**src/rtl/rx_eth_if.sv**
```systemverilog
// rx_eth_if: bundles the byte stream, payload stream, header fields and status
// pulses of the Ethernet II receiver.
//   slave  : receiver side (takes s_axis_* and local_mac, drives everything else)
//   master : environment side (drives s_axis_* and local_mac, observes results)
// Clock and reset are not part of the bundle; they stay plain ports on rx_eth.
interface rx_eth_if;
  logic [7:0]  s_axis_tdata;
  logic        s_axis_tvalid;
  logic [47:0] local_mac;
  logic [7:0]  m_axis_tdata;
  logic        m_axis_tvalid;
  logic        m_axis_tuser;
  logic        m_axis_tlast;
  logic [47:0] dst_mac;
  logic [47:0] src_mac;
  logic [15:0] eth_type;
  logic        frame_ok;
  logic        frame_err;

  modport slave (
    input  s_axis_tdata, s_axis_tvalid, local_mac,
    output m_axis_tdata, m_axis_tvalid, m_axis_tuser, m_axis_tlast,
    output dst_mac, src_mac, eth_type, frame_ok, frame_err
  );

  modport master (
    output s_axis_tdata, s_axis_tvalid, local_mac,
    input  m_axis_tdata, m_axis_tvalid, m_axis_tuser, m_axis_tlast,
    input  dst_mac, src_mac, eth_type, frame_ok, frame_err
  );
endinterface

```
**src/rtl/rx_eth.sv**
```systemverilog
// rx_eth: Ethernet II frame receiver on a byte-wide GMII-style stream.
// Strips preamble/SFD, latches dst/src/eth_type, streams the payload as
// AXI-Stream (no back-pressure) and checks the trailing 4-byte FCS.
// Ports:
//   s_axis_aclk  : sole clock
//   reset        : asynchronous, active-high reset
//   bus (slave)  : s_axis_tdata/tvalid in, local_mac in,
//                  m_axis_tdata/tvalid/tuser/tlast out,
//                  dst_mac/src_mac/eth_type out, frame_ok/frame_err pulses out
// Parameters:
//   PREA_MIN  : minimum number of 0x55 bytes before the SFD
//   MAX_FRAME : maximum byte count dst_mac..FCS; longer frames are errors
// Build option:
//   RX_ETH_MAC_FILTER_EN : when defined, frames whose dst_mac is neither
//   local_mac nor broadcast are silently dropped at header completion.
module rx_eth #(
  parameter int PREA_MIN  = 1,
  parameter int MAX_FRAME = 1518
) (
  input logic     s_axis_aclk,
  input logic     reset,
  rx_eth_if.slave bus
);

  localparam logic [7:0]  PREA_MIN_C  = 8'(PREA_MIN);
  localparam logic [10:0] MAX_FRAME_C = 11'(MAX_FRAME);
  localparam logic [31:0] CRC_INIT    = 32'hFFFF_FFFF;
  localparam logic [31:0] CRC_POLY    = 32'hEDB8_8320;

  typedef enum logic [2:0] {
    ST_IDLE = 3'd0,
    ST_PREA = 3'd1,
    ST_HEAD = 3'd2,
    ST_DATA = 3'd3,
    ST_FIN  = 3'd4,
    ST_DROP = 3'd5
  } state_t;

  // Reflected CRC-32 (Ethernet polynomial), one byte, LSB first.
  function automatic logic [31:0] crc32_byte(input logic [31:0] crc, input logic [7:0] d);
    logic [31:0] c;
    c = crc;
    for (int i = 0; i < 8; i++) begin
      if (c[0] ^ d[i]) begin
        c = {1'b0, c[31:1]} ^ CRC_POLY;
      end else begin
        c = {1'b0, c[31:1]};
      end
    end
    return c;
  endfunction

  state_t       state_r, state_n;
  logic [7:0]   prea_cnt_r;
  logic [3:0]   head_cnt_r;
  logic [10:0]  byte_cnt_r;
  logic [2:0]   fill_r;
  logic         ovr_r;
  logic         first_r;
  logic [7:0]   line_r [0:4];  // [0] newest, [4] oldest
  logic [31:0]  crc_r;
  logic [103:0] hdr_sh_r;

  logic [7:0]   m_tdata_r;
  logic         m_tvalid_r, m_tuser_r, m_tlast_r;
  logic [47:0]  dst_mac_r, src_mac_r;
  logic [15:0]  eth_type_r;
  logic         ok_r, err_r;

  logic         vld_s;
  logic [7:0]   din_s;
  logic [111:0] hdr_full_s;
  logic         accept_s;
  logic [31:0]  fcs_s;
  logic         fcs_good_s;

  // Control strobes from the FSM
  logic push_s, emit_s, tlast_s, ok_s, err_s;
  logic hdr_shift_s, hdr_load_s, crc_clr_s, crc_upd_s;
  logic [7:0] crc_byte_s;
  logic prea_set_s, prea_inc_s, frame_start_s, cnt_inc_s, ovr_set_s;

  assign vld_s      = bus.s_axis_tvalid;
  assign din_s      = bus.s_axis_tdata;
  assign hdr_full_s = {hdr_sh_r, din_s};

  // Transmitted FCS is the complemented CRC, low byte first; line[3] holds b0.
  assign fcs_s      = ~crc_r;
  assign fcs_good_s = ({line_r[3], line_r[2], line_r[1], line_r[0]} ==
                       {fcs_s[7:0], fcs_s[15:8], fcs_s[23:16], fcs_s[31:24]});

`ifdef RX_ETH_MAC_FILTER_EN
  assign accept_s = (hdr_full_s[111:64] == bus.local_mac) ||
                    (hdr_full_s[111:64] == 48'hFFFF_FFFF_FFFF);
`else
  logic local_mac_unused_s;
  assign local_mac_unused_s = ^bus.local_mac;
  assign accept_s = 1'b1;
`endif

  // State register
  always_ff @(posedge s_axis_aclk or posedge reset) begin
    if (reset) begin
      state_r <= ST_IDLE;
    end else begin
      state_r <= state_n;
    end
  end

  // Next-state decode and per-cycle control strobes
  always_comb begin
    state_n       = state_r;
    push_s        = 1'b0;
    emit_s        = 1'b0;
    tlast_s       = 1'b0;
    ok_s          = 1'b0;
    err_s         = 1'b0;
    hdr_shift_s   = 1'b0;
    hdr_load_s    = 1'b0;
    crc_clr_s     = 1'b0;
    crc_upd_s     = 1'b0;
    crc_byte_s    = 8'h00;
    prea_set_s    = 1'b0;
    prea_inc_s    = 1'b0;
    frame_start_s = 1'b0;
    cnt_inc_s     = 1'b0;
    ovr_set_s     = 1'b0;
    case (state_r)
      ST_IDLE: begin
        crc_clr_s = 1'b1;
        if (vld_s) begin
          if (din_s == 8'h55) begin
            prea_set_s = 1'b1;
            state_n    = ST_PREA;
          end else begin
            state_n = ST_DROP;
          end
        end else begin
          state_n = ST_IDLE;
        end
      end
      ST_PREA: begin
        crc_clr_s = 1'b1;
        if (!vld_s) begin
          state_n = ST_IDLE;
        end else if (din_s == 8'h55) begin
          prea_inc_s = 1'b1;
          state_n    = ST_PREA;
        end else if ((din_s == 8'hD5) && (prea_cnt_r >= PREA_MIN_C)) begin
          frame_start_s = 1'b1;
          state_n       = ST_HEAD;
        end else begin
          state_n = ST_DROP;
        end
      end
      ST_HEAD: begin
        if (!vld_s) begin
          err_s   = 1'b1;
          state_n = ST_IDLE;
        end else begin
          hdr_shift_s = 1'b1;
          crc_upd_s   = 1'b1;
          crc_byte_s  = din_s;
          cnt_inc_s   = 1'b1;
          if (head_cnt_r == 4'd13) begin
            if (accept_s) begin
              hdr_load_s = 1'b1;
              state_n    = ST_DATA;
            end else begin
              state_n = ST_DROP;
            end
          end else begin
            state_n = ST_HEAD;
          end
        end
      end
      ST_DATA: begin
        if (!vld_s) begin
          // Frame end: a full line means payload + FCS, otherwise a runt.
          if (fill_r == 3'd5) begin
            emit_s     = 1'b1;
            tlast_s    = 1'b1;
            crc_upd_s  = 1'b1;
            crc_byte_s = line_r[4];
            state_n    = ST_FIN;
          end else begin
            err_s   = 1'b1;
            state_n = ST_IDLE;
          end
        end else if (byte_cnt_r >= MAX_FRAME_C) begin
          // This byte would exceed MAX_FRAME: close the stream here.
          if (fill_r == 3'd5) begin
            emit_s  = 1'b1;
            tlast_s = 1'b1;
          end else begin
            emit_s = 1'b0;
          end
          ovr_set_s = 1'b1;
          state_n   = ST_FIN;
        end else begin
          push_s    = 1'b1;
          cnt_inc_s = 1'b1;
          if (fill_r == 3'd5) begin
            emit_s     = 1'b1;
            crc_upd_s  = 1'b1;
            crc_byte_s = line_r[4];
          end else begin
            emit_s = 1'b0;
          end
          state_n = ST_DATA;
        end
      end
      ST_FIN: begin
        // Status cycle; also behaves like IDLE so back-to-back frames work.
        crc_clr_s = 1'b1;
        if (ovr_r) begin
          err_s   = 1'b1;
          state_n = vld_s ? ST_DROP : ST_IDLE;
        end else begin
          if (fcs_good_s) begin
            ok_s = 1'b1;
          end else begin
            err_s = 1'b1;
          end
          if (vld_s) begin
            if (din_s == 8'h55) begin
              prea_set_s = 1'b1;
              state_n    = ST_PREA;
            end else begin
              state_n = ST_DROP;
            end
          end else begin
            state_n = ST_IDLE;
          end
        end
      end
      ST_DROP: begin
        if (!vld_s) begin
          state_n = ST_IDLE;
        end else begin
          state_n = ST_DROP;
        end
      end
      default: begin
        state_n = ST_IDLE;
      end
    endcase
  end

  // Preamble counter (saturating)
  always_ff @(posedge s_axis_aclk or posedge reset) begin
    if (reset) begin
      prea_cnt_r <= 8'd0;
    end else if (prea_set_s) begin
      prea_cnt_r <= 8'd1;
    end else if (prea_inc_s && (prea_cnt_r != 8'hFF)) begin
      prea_cnt_r <= prea_cnt_r + 8'd1;
    end
  end

  // Per-frame counters and flags
  always_ff @(posedge s_axis_aclk or posedge reset) begin
    if (reset) begin
      head_cnt_r <= 4'd0;
      byte_cnt_r <= 11'd0;
      fill_r     <= 3'd0;
      ovr_r      <= 1'b0;
      first_r    <= 1'b0;
    end else if (frame_start_s) begin
      head_cnt_r <= 4'd0;
      byte_cnt_r <= 11'd0;
      fill_r     <= 3'd0;
      ovr_r      <= 1'b0;
      first_r    <= 1'b1;
    end else begin
      if (hdr_shift_s) begin
        head_cnt_r <= head_cnt_r + 4'd1;
      end
      if (cnt_inc_s && (byte_cnt_r != 11'h7FF)) begin
        byte_cnt_r <= byte_cnt_r + 11'd1;
      end
      if (push_s && (fill_r != 3'd5)) begin
        fill_r <= fill_r + 3'd1;
      end
      if (ovr_set_s) begin
        ovr_r <= 1'b1;
      end
      if (emit_s) begin
        first_r <= 1'b0;
      end
    end
  end

  // Five-byte delay line holding the FCS candidates
  always_ff @(posedge s_axis_aclk or posedge reset) begin
    if (reset) begin
      for (int i = 0; i < 5; i++) begin
        line_r[i] <= 8'h00;
      end
    end else if (push_s) begin
      line_r[0] <= din_s;
      for (int i = 1; i < 5; i++) begin
        line_r[i] <= line_r[i-1];
      end
    end
  end

  // Running FCS over dst_mac..last payload byte
  always_ff @(posedge s_axis_aclk or posedge reset) begin
    if (reset) begin
      crc_r <= CRC_INIT;
    end else if (crc_clr_s) begin
      crc_r <= CRC_INIT;
    end else if (crc_upd_s) begin
      crc_r <= crc32_byte(crc_r, crc_byte_s);
    end
  end

  // Header shift register and field latch
  always_ff @(posedge s_axis_aclk or posedge reset) begin
    if (reset) begin
      hdr_sh_r   <= 104'd0;
      dst_mac_r  <= 48'd0;
      src_mac_r  <= 48'd0;
      eth_type_r <= 16'd0;
    end else begin
      if (hdr_shift_s) begin
        hdr_sh_r <= hdr_full_s[103:0];
      end
      if (hdr_load_s) begin
        dst_mac_r  <= hdr_full_s[111:64];
        src_mac_r  <= hdr_full_s[63:16];
        eth_type_r <= hdr_full_s[15:0];
      end
    end
  end

  // Registered payload stream and status pulses
  always_ff @(posedge s_axis_aclk or posedge reset) begin
    if (reset) begin
      m_tdata_r  <= 8'h00;
      m_tvalid_r <= 1'b0;
      m_tuser_r  <= 1'b0;
      m_tlast_r  <= 1'b0;
      ok_r       <= 1'b0;
      err_r      <= 1'b0;
    end else begin
      m_tdata_r  <= emit_s ? line_r[4] : 8'h00;
      m_tvalid_r <= emit_s;
      m_tuser_r  <= emit_s & first_r;
      m_tlast_r  <= tlast_s;
      ok_r       <= ok_s;
      err_r      <= err_s;
    end
  end

  assign bus.m_axis_tdata  = m_tdata_r;
  assign bus.m_axis_tvalid = m_tvalid_r;
  assign bus.m_axis_tuser  = m_tuser_r;
  assign bus.m_axis_tlast  = m_tlast_r;
  assign bus.dst_mac       = dst_mac_r;
  assign bus.src_mac       = src_mac_r;
  assign bus.eth_type      = eth_type_r;
  assign bus.frame_ok      = ok_r;
  assign bus.frame_err     = err_r;

endmodule
```
**src/flat_wrapper.sv**
```systemverilog
// flat-port wrapper written by rule: the top's interface ports become plain ports
module rx_eth_flat 
#(
  parameter int PREA_MIN  = 1,
  parameter int MAX_FRAME = 1518
)
  (s_axis_aclk, reset, bus_s_axis_tdata, bus_s_axis_tvalid, bus_local_mac, bus_m_axis_tdata, bus_m_axis_tvalid, bus_m_axis_tuser, bus_m_axis_tlast, bus_dst_mac, bus_src_mac, bus_eth_type, bus_frame_ok, bus_frame_err);
  rx_eth_if bus_i ();
  input logic s_axis_aclk;
  input logic reset;
  input wire logic [$bits(bus_i.s_axis_tdata)-1:0] bus_s_axis_tdata;
  input wire logic [$bits(bus_i.s_axis_tvalid)-1:0] bus_s_axis_tvalid;
  input wire logic [$bits(bus_i.local_mac)-1:0] bus_local_mac;
  output wire logic [$bits(bus_i.m_axis_tdata)-1:0] bus_m_axis_tdata;
  output wire logic [$bits(bus_i.m_axis_tvalid)-1:0] bus_m_axis_tvalid;
  output wire logic [$bits(bus_i.m_axis_tuser)-1:0] bus_m_axis_tuser;
  output wire logic [$bits(bus_i.m_axis_tlast)-1:0] bus_m_axis_tlast;
  output wire logic [$bits(bus_i.dst_mac)-1:0] bus_dst_mac;
  output wire logic [$bits(bus_i.src_mac)-1:0] bus_src_mac;
  output wire logic [$bits(bus_i.eth_type)-1:0] bus_eth_type;
  output wire logic [$bits(bus_i.frame_ok)-1:0] bus_frame_ok;
  output wire logic [$bits(bus_i.frame_err)-1:0] bus_frame_err;
  assign bus_i.s_axis_tdata = bus_s_axis_tdata;
  assign bus_i.s_axis_tvalid = bus_s_axis_tvalid;
  assign bus_i.local_mac = bus_local_mac;
  assign bus_m_axis_tdata = bus_i.m_axis_tdata;
  assign bus_m_axis_tvalid = bus_i.m_axis_tvalid;
  assign bus_m_axis_tuser = bus_i.m_axis_tuser;
  assign bus_m_axis_tlast = bus_i.m_axis_tlast;
  assign bus_dst_mac = bus_i.dst_mac;
  assign bus_src_mac = bus_i.src_mac;
  assign bus_eth_type = bus_i.eth_type;
  assign bus_frame_ok = bus_i.frame_ok;
  assign bus_frame_err = bus_i.frame_err;
  rx_eth #(.PREA_MIN(PREA_MIN), .MAX_FRAME(MAX_FRAME)) u_core (.s_axis_aclk(s_axis_aclk), .reset(reset), .bus(bus_i));
endmodule
```
**config.mk**
```make
export PLATFORM = sky130hd
export DESIGN_NAME = rx_eth_flat
export DESIGN_NICKNAME = d
export VERILOG_FILES = /design/src/rtl/rx_eth_if.sv /design/src/rtl/rx_eth.sv /design/src/flat_wrapper.sv
export SDC_FILE = /design/constraint.sdc
export NUM_CORES = 1
export LEC_CHECK = 0
export CAP_MARGIN = 40
export CORE_MARGIN = 2
export CORE_UTILIZATION = 45
export CTS_CLUSTER_SIZE = 25
export DETAILED_ROUTE_END_ITERATION = 12
export GPL_ROUTABILITY_DRIVEN = 0
export PLACE_DENSITY = 0.74
export SLEW_MARGIN = 25
export SYNTH_ARGS = -nofsm -noshare
export SYNTH_HDL_FRONTEND = slang
export SYNTH_SLANG_ARGS = --single-unit
```
**constraint.sdc**
```tcl
create_clock -name s_axis_aclk -period 13.95 [get_ports s_axis_aclk]
set_clock_uncertainty 0.15 [all_clocks]
set_input_delay 3.4875 -clock s_axis_aclk [delete_from_list [all_inputs] [get_ports s_axis_aclk]]
set_output_delay 3.4875 -clock s_axis_aclk [all_outputs]
set_load 0.1 [all_outputs]
```
==> reports/metrics.cfg, run 1 <==
[status]
outcome=completed

[yosys]
synth_area_leader_cell=dfrtp_1
synth_area_um2=14100
avgSynthCellArea_um2=11.7
synth_cell_type_count=58
yosys_warnings=0
synthFlopType=dfrtp_1
ys_async_sr_fraction=1.00
yosysSeqAreaShare=0.591
synth_enable_flop_cells=0
ys_ff_latch=332
syn_nets=1277
synthesis.instances=1209
synth.top_cell.area_share=0.531
synthTopCellsByArea=dfrtp_1 (53%), mux2_2 (12%), nand2_1 (8.7%)

[cells_and_area]
fin_nets=1537
stdcell_count=1888
n_antenna_cell=0
fillCellCount=2295
drive_gt1_frac=0.277
areaGrowthSynthToFinish_pct=36.8

[timing]
fin_crit_ns=7.19
worst_pin_slew_ns=0.877
fmax_ghz=0.139
setup_viol=0
fin_crit_sh=0.516
setup_tns_ns=0
slew_violations=0
timing_hold_violations_final=0
grt_setup_unrepaired=no
slew_headroom=0.415

[global_route]
grt_pass1_wl_um=54600
met3_usage=0.0355
busiest_layer=met2
grt_antenna_before_repair=0
use_met2=0.365
first_global_vias=10200
overflow=0
grt_max_degree=170
grt_usage=0.208
met1_usage=0.262

[clock_tree]
cts_tree=yes
cts.path.max_buffers=3
path_clk_slew_ns=0.06
hold_buffers=0
cts_root_buf=clkbuf_16
cts_sinks=332
post_cts_buffers=0
clkLatencyLatePin_ns=0.51
cts_made_buffers=36
htree_num_levels=2
cts_resized=0

[power]
total_power_mw=1.94
ir_worst_vdd_v=0.0000854
powerDensity_nw_per_um2=100
power.leakage_nw=9.46

[placed_design]
portBuffers=135
dp_hpwl_um=23100
place_inst=1826

[setup_path]
start_kind=input port
critPathKind=input port to flop
cp_max_fo=60
arrival_ns=7.48
worstPathRequired_ns=14.24
critPathCaptureType=flop

[floorplan]
core_um2=30700
ios=184
num_rows=64
die-area_um2=32800
die_x_um=181
initial_utilization=0.459
die_h_um=181

[worst_hold_path]
hold_path.class=flop to flop

[routing]
drt_iter0_drc=774
viasPerCell=5.08
dr.pass1.iters=5
wl_um=33200
drc=0
ant_nets=0
route.vias.total=9588
wire_per_inst_um=17.6

[flow_run]
maxCapViolCount=0

==> routing by layer <==
| metal | up-vias | share of wire |
|---|---|---|
| met5 | - | 0 |
| li1 | 4481 | - |
| met2 | 247 | 0.52 |
| met4 | 0 | 0.027 |
| met1 | 4795 | 0.40 |
| met3 | 65 | 0.046 |
==> critical path, cell delays in order <==
cell	delay, ns
clkdlybuf4s50_1	0.63
and4bb_4	0.74
buf_4	0.65
nand2_1	0.26
o21ai_2	0.17
xor2_4	0.16
xnor2_2	0.48
xnor2_4	0.22
xnor3_1	0.44
a21oi_1	0.15
==> final cells by class <==
cell class	count	area (µm²)	area share
clock inverter	12	123	0.00635
timing repair buffer	275	3750	0.194
inverter	17	71.3	0.00369
clock buffer	49	1020	0.0529
sequential	332	8350	0.432
tap	396	495	0.0256
multi-input combinational	807	5510	0.285
==> kinds of logic after synthesis <==
group,count (synthesis),share of synthesized area
flip-flops,332,0.591
buffers and inverters,70,0.0203
multiplexers,153,0.122
adder cells (fa/ha/maj),9,0.00797
AO/OA/AOI/OAI,64,0.0315
XOR/XNOR,122,0.0927
AND/OR/NAND/NOR,459,0.135
==> flip-flops by register name (all words and copies together) (netlist names), 3 cells and up <==
signal and cells:
u_core.fill_r 3, u_core.head_cnt_r 4, u_core.prea_cnt_r 8, u_core.byte_cnt_r 11
u_core.bus.m_axis_tdata 8, u_core.bus.dst_mac 48, u_core.line_r 40, u_core.crc_r 32
u_core.bus.src_mac 48, u_core.state_r 3, u_core.hdr_sh_r 104, u_core.bus.eth_type 16
==> placed cells by master (no fill, tap or decap), types with 2 or more instances in the layout <==
cell type / n
o21ai_0: 3
xnor3_1: 2
nand2_1: 327
buf_12: 3
clkbuf_16: 38
o21ai_2: 5
nor4_1: 6
xor2_4: 7
and3_1: 3
clkdlybuf4s50_1: 135
dfrtp_1: 300
buf_4: 10
nand4_1: 13
nor2_1: 71
inv_1: 15
bufinv_16: 2
or2_2: 2
xnor2_1: 63
a211oi_1: 2
xor2_1: 43
clkinv_2: 7
buf_8: 97
xnor2_4: 2
nand3_1: 15
a21oi_1: 39
ha_1: 9
clkbuf_8: 3
mux2_2: 152
dfstp_2: 32
o21ai_4: 2
nor2b_1: 3
nand2b_1: 5
clkbuf_1: 8
buf_16: 29
xnor2_2: 4
==> path summary, 6_finish.rpt <==
check / startpoint / endpoint / slack, ns / cells past startpoint
max in group asynchronous: reset / u_core.hdr_sh_r[17] / 8.64 / 4
worst max register to register: u_core.state_r[0] / u_core.crc_r[19] / 9.83 / 9
min in group asynchronous: reset / u_core.bus.eth_type[14] / 3.33 / 2
worst max-delay path: bus_s_axis_tvalid / u_core.crc_r[19] / 6.76 / 10
worst min-delay path: u_core.first_r / u_core.first_r / 0.32 / 1
worst min register to register: u_core.first_r / u_core.first_r / 0.32 / 1
==> stage by stage <==
step	hold slack, ns	utilization	worst slack, ns	area (µm²)
5_1_grt	0.348	0.628	6.62	19300
4_1_cts	0.328	0.627	6.83	19300
3_5_place_dp	0.312	0.590	6.29	18100
3_3_place_gp	0.302	0.516	6.31	15900
2_1_floorplan	0.291	-	1.17	14100
6_report	0.325	0.628	6.76	19300
==> synth_stat cells (8+ instances only) <==
library cell and instances:
mux2_2 152, inv_1 16, buf_1 8, xnor2_1 63, nand4_1 13, nand3_1 15
xor2_1 43, nor2_1 71, a21oi_1 40, clkbuf_1 40, dfrtp_1 300, nand2_1 327
dfstp_2 32, ha_1 9
==> where the power goes <==
part	switching (mW)	total, mW	leakage, nW	internal [mW]
clock	0.373	0.923	0.564	0.550
sequential	0.00539	0.973	4.51	0.968
combinational	0.0320	0.0449	4.39	0.0129
total	0.410	1.94	9.46	1.53
No activity file was read; power rests on OpenSTA's default activity.
==> run 2, diff against run 1 <==
Clock period 13.95 ns to 6.8 ns, I/O delays scaled along.
==> run 2 against run 1 <==
  * Flip-flop and latch count stayed put
  * Critical path depth down 1
  * Utilization down 0.16 points
  * Register-to-register slack got worse by 6.3 ns
  * Sequential share of layout area is 0.11 points higher
  * Clock power increased by 100%
  * Sequential power rose by 110%
  * Non-clock buffer count unchanged
  * Count of clock-buffer cells in the layout is 2 higher
  * First-iteration DRC count shrank 13%
  * Global-route usage up 0.15 points
==> reports/metrics.cfg, run 2 (synthesis results as in run 1) <==
[status]
outcome=completed

[cells_and_area]
drive_gt1_frac=0.278  ; +0.000967
fillCellCount=2246  ; -2.1%
areaGrowthSynthToFinish_pct=36.4
layout_common_cells=nand2_1 (327), dfrtp_1 (300), mux2_2 (152), clkdlybuf4s50_1 (135), buf_8 (99)
layout_commonest_cell=nand2_1
multi_input_area_um2=5510  ; unchanged
n_antenna_cell=0  ; unchanged
finish.instance_area_um2=19300  ; -0.26%
largest_reg_flops=104  ; unchanged
top_register=u_core.hdr_sh_r
fin_nets=1537  ; unchanged
regArea_um2=8350  ; unchanged

[global_route]
grt_antenna_before_repair=0  ; unchanged
grt_usage=0.209  ; +0.00152
overflow=0  ; unchanged
grt_max_degree=155  ; -8.8%
first_global_vias=10100  ; -0.20%
grt_pass1_wl_um=54700  ; +0.11%

[placed_design]
placed_cell_area_um2=18100  ; about the same
portBuffers=135  ; unchanged
dp_hpwl_um=23100  ; about the same

[power]
ir_worst_vdd_v=0.000176  ; +110%
power.leakage_nw=9.44  ; -0.23%
seq_power_share=0.505  ; +0.004
p_switching_mw=0.856  ; +110%
p_comb_frac=0.024  ; about the same
clkPwrFrac=0.471  ; -0.004
powerDensity_nw_per_um2=205  ; +100%
intPower_mw=3.10  ; +100%
swShare=0.216  ; +0.00521

[routing]
drt_iter0_drc=673  ; -13%
met2_wirelength_um=17400  ; -0.12%
ant_nets=0  ; unchanged
wire_per_inst_um=17.8  ; +1.1%
wl_um=33600  ; +1.2%
route.vias.total=9625  ; +0.39%
drc=0  ; unchanged
met1_length_um=13700  ; +2.2%
viasPerCell=5.09  ; +0.28%
topRoutingLayerUsed=met4
dr.pass1.iters=5  ; unchanged
met3_length_um=1340  ; -12%

[setup_path]
start_kind=input port
arrival_ns=4.81  ; -2.67 ns
worstPathRequired_ns=7.08  ; -7.16 ns
critPathKind=input port to flop
cp_max_fo=46  ; -23%
critPathCaptureType=flop

[floorplan]
core_um2=30700  ; unchanged
initial_utilization=0.459  ; unchanged
die_x_um=181  ; unchanged
die-area_um2=32800  ; unchanged
ios=184  ; unchanged
die_h_um=181  ; unchanged
num_rows=64  ; unchanged

[clock_tree]
post_cts_buffers=0  ; unchanged
cts.path.max_buffers=3  ; unchanged
cts_resized=0  ; unchanged
cts_root_buf=clkbuf_16
hold_buffers=0  ; unchanged
htree_num_levels=2  ; unchanged
cts_tree=yes
cts_sinks=332  ; unchanged
clkLatencyLatePin_ns=0.51  ; about the same
cts_made_buffers=36  ; unchanged
path_clk_slew_ns=0.06  ; about the same

[timing]
fin_crit_ns=4.53
slew_violations=0  ; unchanged
slew_headroom=0.438  ; +0.0230
fmax_ghz=0.221
setup_viol=0  ; unchanged
worst_pin_slew_ns=0.842  ; -0.0346 ns
setup_tns_ns=0  ; unchanged
fin_crit_sh=0.667
timing_hold_violations_final=0  ; unchanged
grt_setup_unrepaired=no

[flow_run]
maxCapViolCount=0  ; unchanged

[worst_hold_path]
hold_path.class=flop to flop

## run 2: power groups by stage
stage / clock (mW) / combinational [mW] / sequential (mW)
floorplan: 0 / 0.0535 / 2.04
global placement: 0 / 0.0902 / 2.03
detailed placement: 0 / 0.0966 / 2.03
CTS: 1.90 / 0.0975 / 2.00
global route: 1.99 / 0.107 / 2.00
finish: 1.86 / 0.0944 / 2.00
## run 2: worst paths after layout
check | endpoint | slack [ns] | depth (start not counted) | from
worst max-delay path | u_core.crc_r[18] | 2.27 | 9 | bus_s_axis_tvalid
worst min-delay path | u_core.first_r | 0.32 | 1 | u_core.first_r
worst max register to register | u_core.crc_r[18] | 3.51 | 8 | u_core.state_r[0]
worst min register to register | u_core.first_r | 0.32 | 1 | u_core.first_r
max in group asynchronous | u_core.bus.m_axis_tdata[4] | 3.73 | 4 | reset
min in group asynchronous | u_core.hdr_sh_r[4] | 1.36 | 2 | reset
## run 2: metrics by stage
step	cells	power [mW]	util	worst slack (ns)	hold slack, ns
final	1890	3.95	0.627	2.27	0.320
after global routing	1890	4.09	0.627	2.08	0.335
after CTS	1889	4.00	0.626	2.25	0.323
after detailed placement	1826	2.13	0.590	1.71	0.309
after global placement	1699	2.12	0.517	1.76	0.300
after floorplan	1209	2.09	-	0.541	0.291
## run 2: final cells by class
type	instances	share of cell area
Tap cell	396	0.0257
Inverter	17	0.00351
Clock inverter	12	0.00552
Multi-Input combinational cell	807	0.286
Clock buffer	51	0.0528
Sequential cell	332	0.433
Timing Repair Buffer	275	0.193
## run 2: per-layer routing
metal / up-vias / track usage
li1: 4467 / -
met1: 4854 / 0.267
met2: 236 / 0.365
met3: 68 / 0.0288
met4: 0 / 0.0780
met5: - / 0
## run 2: worst max-delay path, stage by stage
cell             delay, ns
clkdlybuf4s50_1       0.63
and4bb_4              0.69
nand2_1               0.25
o21ai_4               0.14
xor2_4                0.35
xnor3_1               0.49
xnor2_2               0.25
xnor2_1               0.12
a21oi_1               0.18
==> run 3, diff against run 2 <==
Clock period 6.8 ns to 4.75 ns, I/O delays scaled along.
==> run 3 against run 2 <==
  * Global-route usage is 0.19 points higher
  * First-iteration DRC count is 13% lower
  * Critical path type unchanged
  * Largest cell class unchanged
  * Sequential share of layout area is 0.18 points lower
  * Flip-flop and latch count stayed put
  * Utilization is 0.26 points higher
  * Clock power is 47% higher
  * Sequential power is 43% higher
  * Power is 45% higher
  * Routed wire length is 0.15% lower
  * Hold slack worse by 0.0012 ns
  * Critical endpoint unchanged
==> reports/metrics.cfg, run 3 (synthesis results as in run 1) <==
[status]
outcome=completed

[routing]
drt_iter0_drc=587  ; -13%
dr.pass1.iters=5  ; unchanged
wire_per_inst_um=17.7  ; -0.46%
ant_nets=0  ; unchanged
drc=0  ; unchanged
route.vias.total=9651  ; +0.27%
wl_um=33500  ; -0.15%
viasPerCell=5.09  ; about the same

[worst_hold_path]
hold_path.class=flop to flop
hold_depth=1  ; unchanged
worstHoldStart=u_core.first_r
worst_hold_path.endpoint=u_core.first_r

[global_route]
grt_max_degree=114  ; -26%
grt_pass1_wl_um=55500  ; +1.6%
grt_usage=0.211  ; +0.00192
grt_antenna_before_repair=0  ; unchanged
first_global_vias=10300  ; +1.2%
overflow=0  ; unchanged

[floorplan]
num_rows=64  ; unchanged
die_x_um=181  ; unchanged
die-area_um2=32800  ; unchanged
initial_utilization=0.459  ; unchanged
core_um2=30700  ; unchanged
die_h_um=181  ; unchanged
ios=184  ; unchanged

[flow_run]
maxCapViolCount=0  ; unchanged

[placed_design]
dp_hpwl_um=23300  ; +0.86%
portBuffers=135  ; unchanged

[setup_path]
path_cells=clkdlybuf4s50_1, nand2_1, a211oi_4, buf_4, o21ai_4, xor2_4, xnor3_1, xnor2_2, xnor2_1, a21oi_1
r2r_end=u_core.crc_r[18]
reg2reg_slack_ns=1.38  ; -2.13 ns
start_kind=input port
critical-path-top-delay-family=XOR/XNOR gates
cp_max_fo=9  ; -80%
crit_slowest_cell=clkdlybuf4s50_1
arrival_ns=4.23  ; -0.58 ns
cp.buffers_inverters=2  ; +1
critPathKind=input port to flop
ff2ff_path_depth=11  ; +3
critPathCaptureType=flop
r2r-start=u_core.byte_cnt_r[0]
worst_path_largest_cell_delay_ns=0.63  ; -0.06 ns
worstPathRequired_ns=5.04  ; -2.04 ns

[timing]
timing_hold_violations_final=0  ; unchanged
fin_crit_ns=3.94
fin_crit_sh=0.830
slew_headroom=0.417  ; -0.0215
fmax_ghz=0.254
slew_violations=0  ; unchanged
setup_viol=0  ; unchanged
worst_pin_slew_ns=0.874  ; +0.0322 ns
grt_setup_unrepaired=no

[cells_and_area]
layout_common_cells=nand2_1 (327), dfrtp_1 (300), mux2_2 (152), clkdlybuf4s50_1 (135), buf_8 (100)
fillCellCount=2270  ; +1.1%
top_register=u_core.hdr_sh_r
largest_reg_flops=104  ; unchanged
fin_nets=1544  ; +0.46%
final_util=0.629  ; +0.00264
areaGrowthSynthToFinish_pct=37.0
drive_gt1_frac=0.281  ; +0.00222
layout_commonest_cell=nand2_1
n_antenna_cell=0  ; unchanged

[clock_tree]
path_clk_slew_ns=0.06  ; about the same
cts_made_buffers=36  ; unchanged
hold_buffers=0  ; unchanged
post_cts_buffers=0  ; unchanged
cts_sinks=332  ; unchanged
cts_tree=yes
cts.path.max_buffers=3  ; unchanged
cts_resized=0  ; unchanged
cts_root_buf=clkbuf_16
clkLatencyLatePin_ns=0.52  ; about the same
htree_num_levels=2  ; unchanged

[power]
total_power_mw=5.72  ; +45%
power.leakage_nw=9.49  ; +0.49%
powerDensity_nw_per_um2=296  ; +44%
ir_worst_vdd_v=0.000286  ; +62%

## run 3: cell count changes in the layout (fill, tap and decap cells not counted), moves of 2 or more
cell       previous run  this run
buf_4                10        17
bufinv_16             1         3
clkinv_1              0         2
clkbuf_8              6         2
## run 3: worst reg2reg max path: stages (launching register included)
cell	delay [ns]
dfrtp_1	0.43
inv_1	0.08
ha_1	0.16
o211ai_2	0.12
a211oi_4	0.70
buf_4	0.27
o21ai_4	0.07
xor2_4	0.33
xnor3_1	0.50
xnor2_2	0.19
xnor2_1	0.15
a21oi_1	0.14
## run 3: report_power, final
group / switching (mW) / total [mW] / internal [mW]
Sequential: 0.0158 / 2.86 / 2.84
Combinational: 0.0967 / 0.139 / 0.0418
Clock: 1.10 / 2.73 / 1.63
Total: 1.21 / 5.72 / 4.51
## run 3: layout make-up
| type | instances | area (µm²) | share of cell area |
|---|---|---|---|
| Sequential cell | 332 | 8350 | 0.431 |
| Multi-Input combinational cell | 807 | 5510 | 0.285 |
| Inverter | 17 | 67.6 | 0.00349 |
| Tap cell | 396 | 495 | 0.0256 |
| Clock buffer | 47 | 983 | 0.0508 |
| Timing Repair Buffer | 282 | 3780 | 0.195 |
| Clock inverter | 15 | 165 | 0.00854 |
## run 3: worst max path at each step
| stage | start | to | cells after the start |
|---|---|---|---|
| finish | bus_s_axis_tvalid | u_core.crc_r[18] | 10 |
| global placement | bus_s_axis_tvalid | u_core.crc_r[18] | 10 |
| detailed placement | bus_s_axis_tvalid | u_core.crc_r[18] | 10 |
| CTS | bus_s_axis_tvalid | u_core.crc_r[18] | 10 |
| floorplan | reset | u_core.bus.dst_mac[0] | 1 |
| global route | bus_s_axis_tvalid | u_core.crc_r[18] | 10 |
## run 3: metrics by stage
step	TNS, ns	hold WS (ns)	setup slack, ns	instance area (µm²)	cells
2_1_floorplan	-298.80	0.291	-0.996	14100	1209
3_3_place_gp	0	0.301	0.377	16000	1708
3_5_place_dp	0	0.307	0.324	18200	1834
4_1_cts	0	0.321	0.866	19300	1896
5_1_grt	0	0.344	0.704	19300	1896
6_report	0	0.319	0.810	19300	1896
## run 3: per-layer routing
layer | vias up | share of wire | global-route usage | routed length (µm)
met4 | 0 | 0.030 | 0.0741 | 1020
met3 | 54 | 0.039 | 0.0329 | 1320
met2 | 237 | 0.52 | 0.370 | 17400
met5 | - | 0 | 0 | 0
met1 | 4867 | 0.41 | 0.267 | 13800
li1 | 4493 | - | - | -
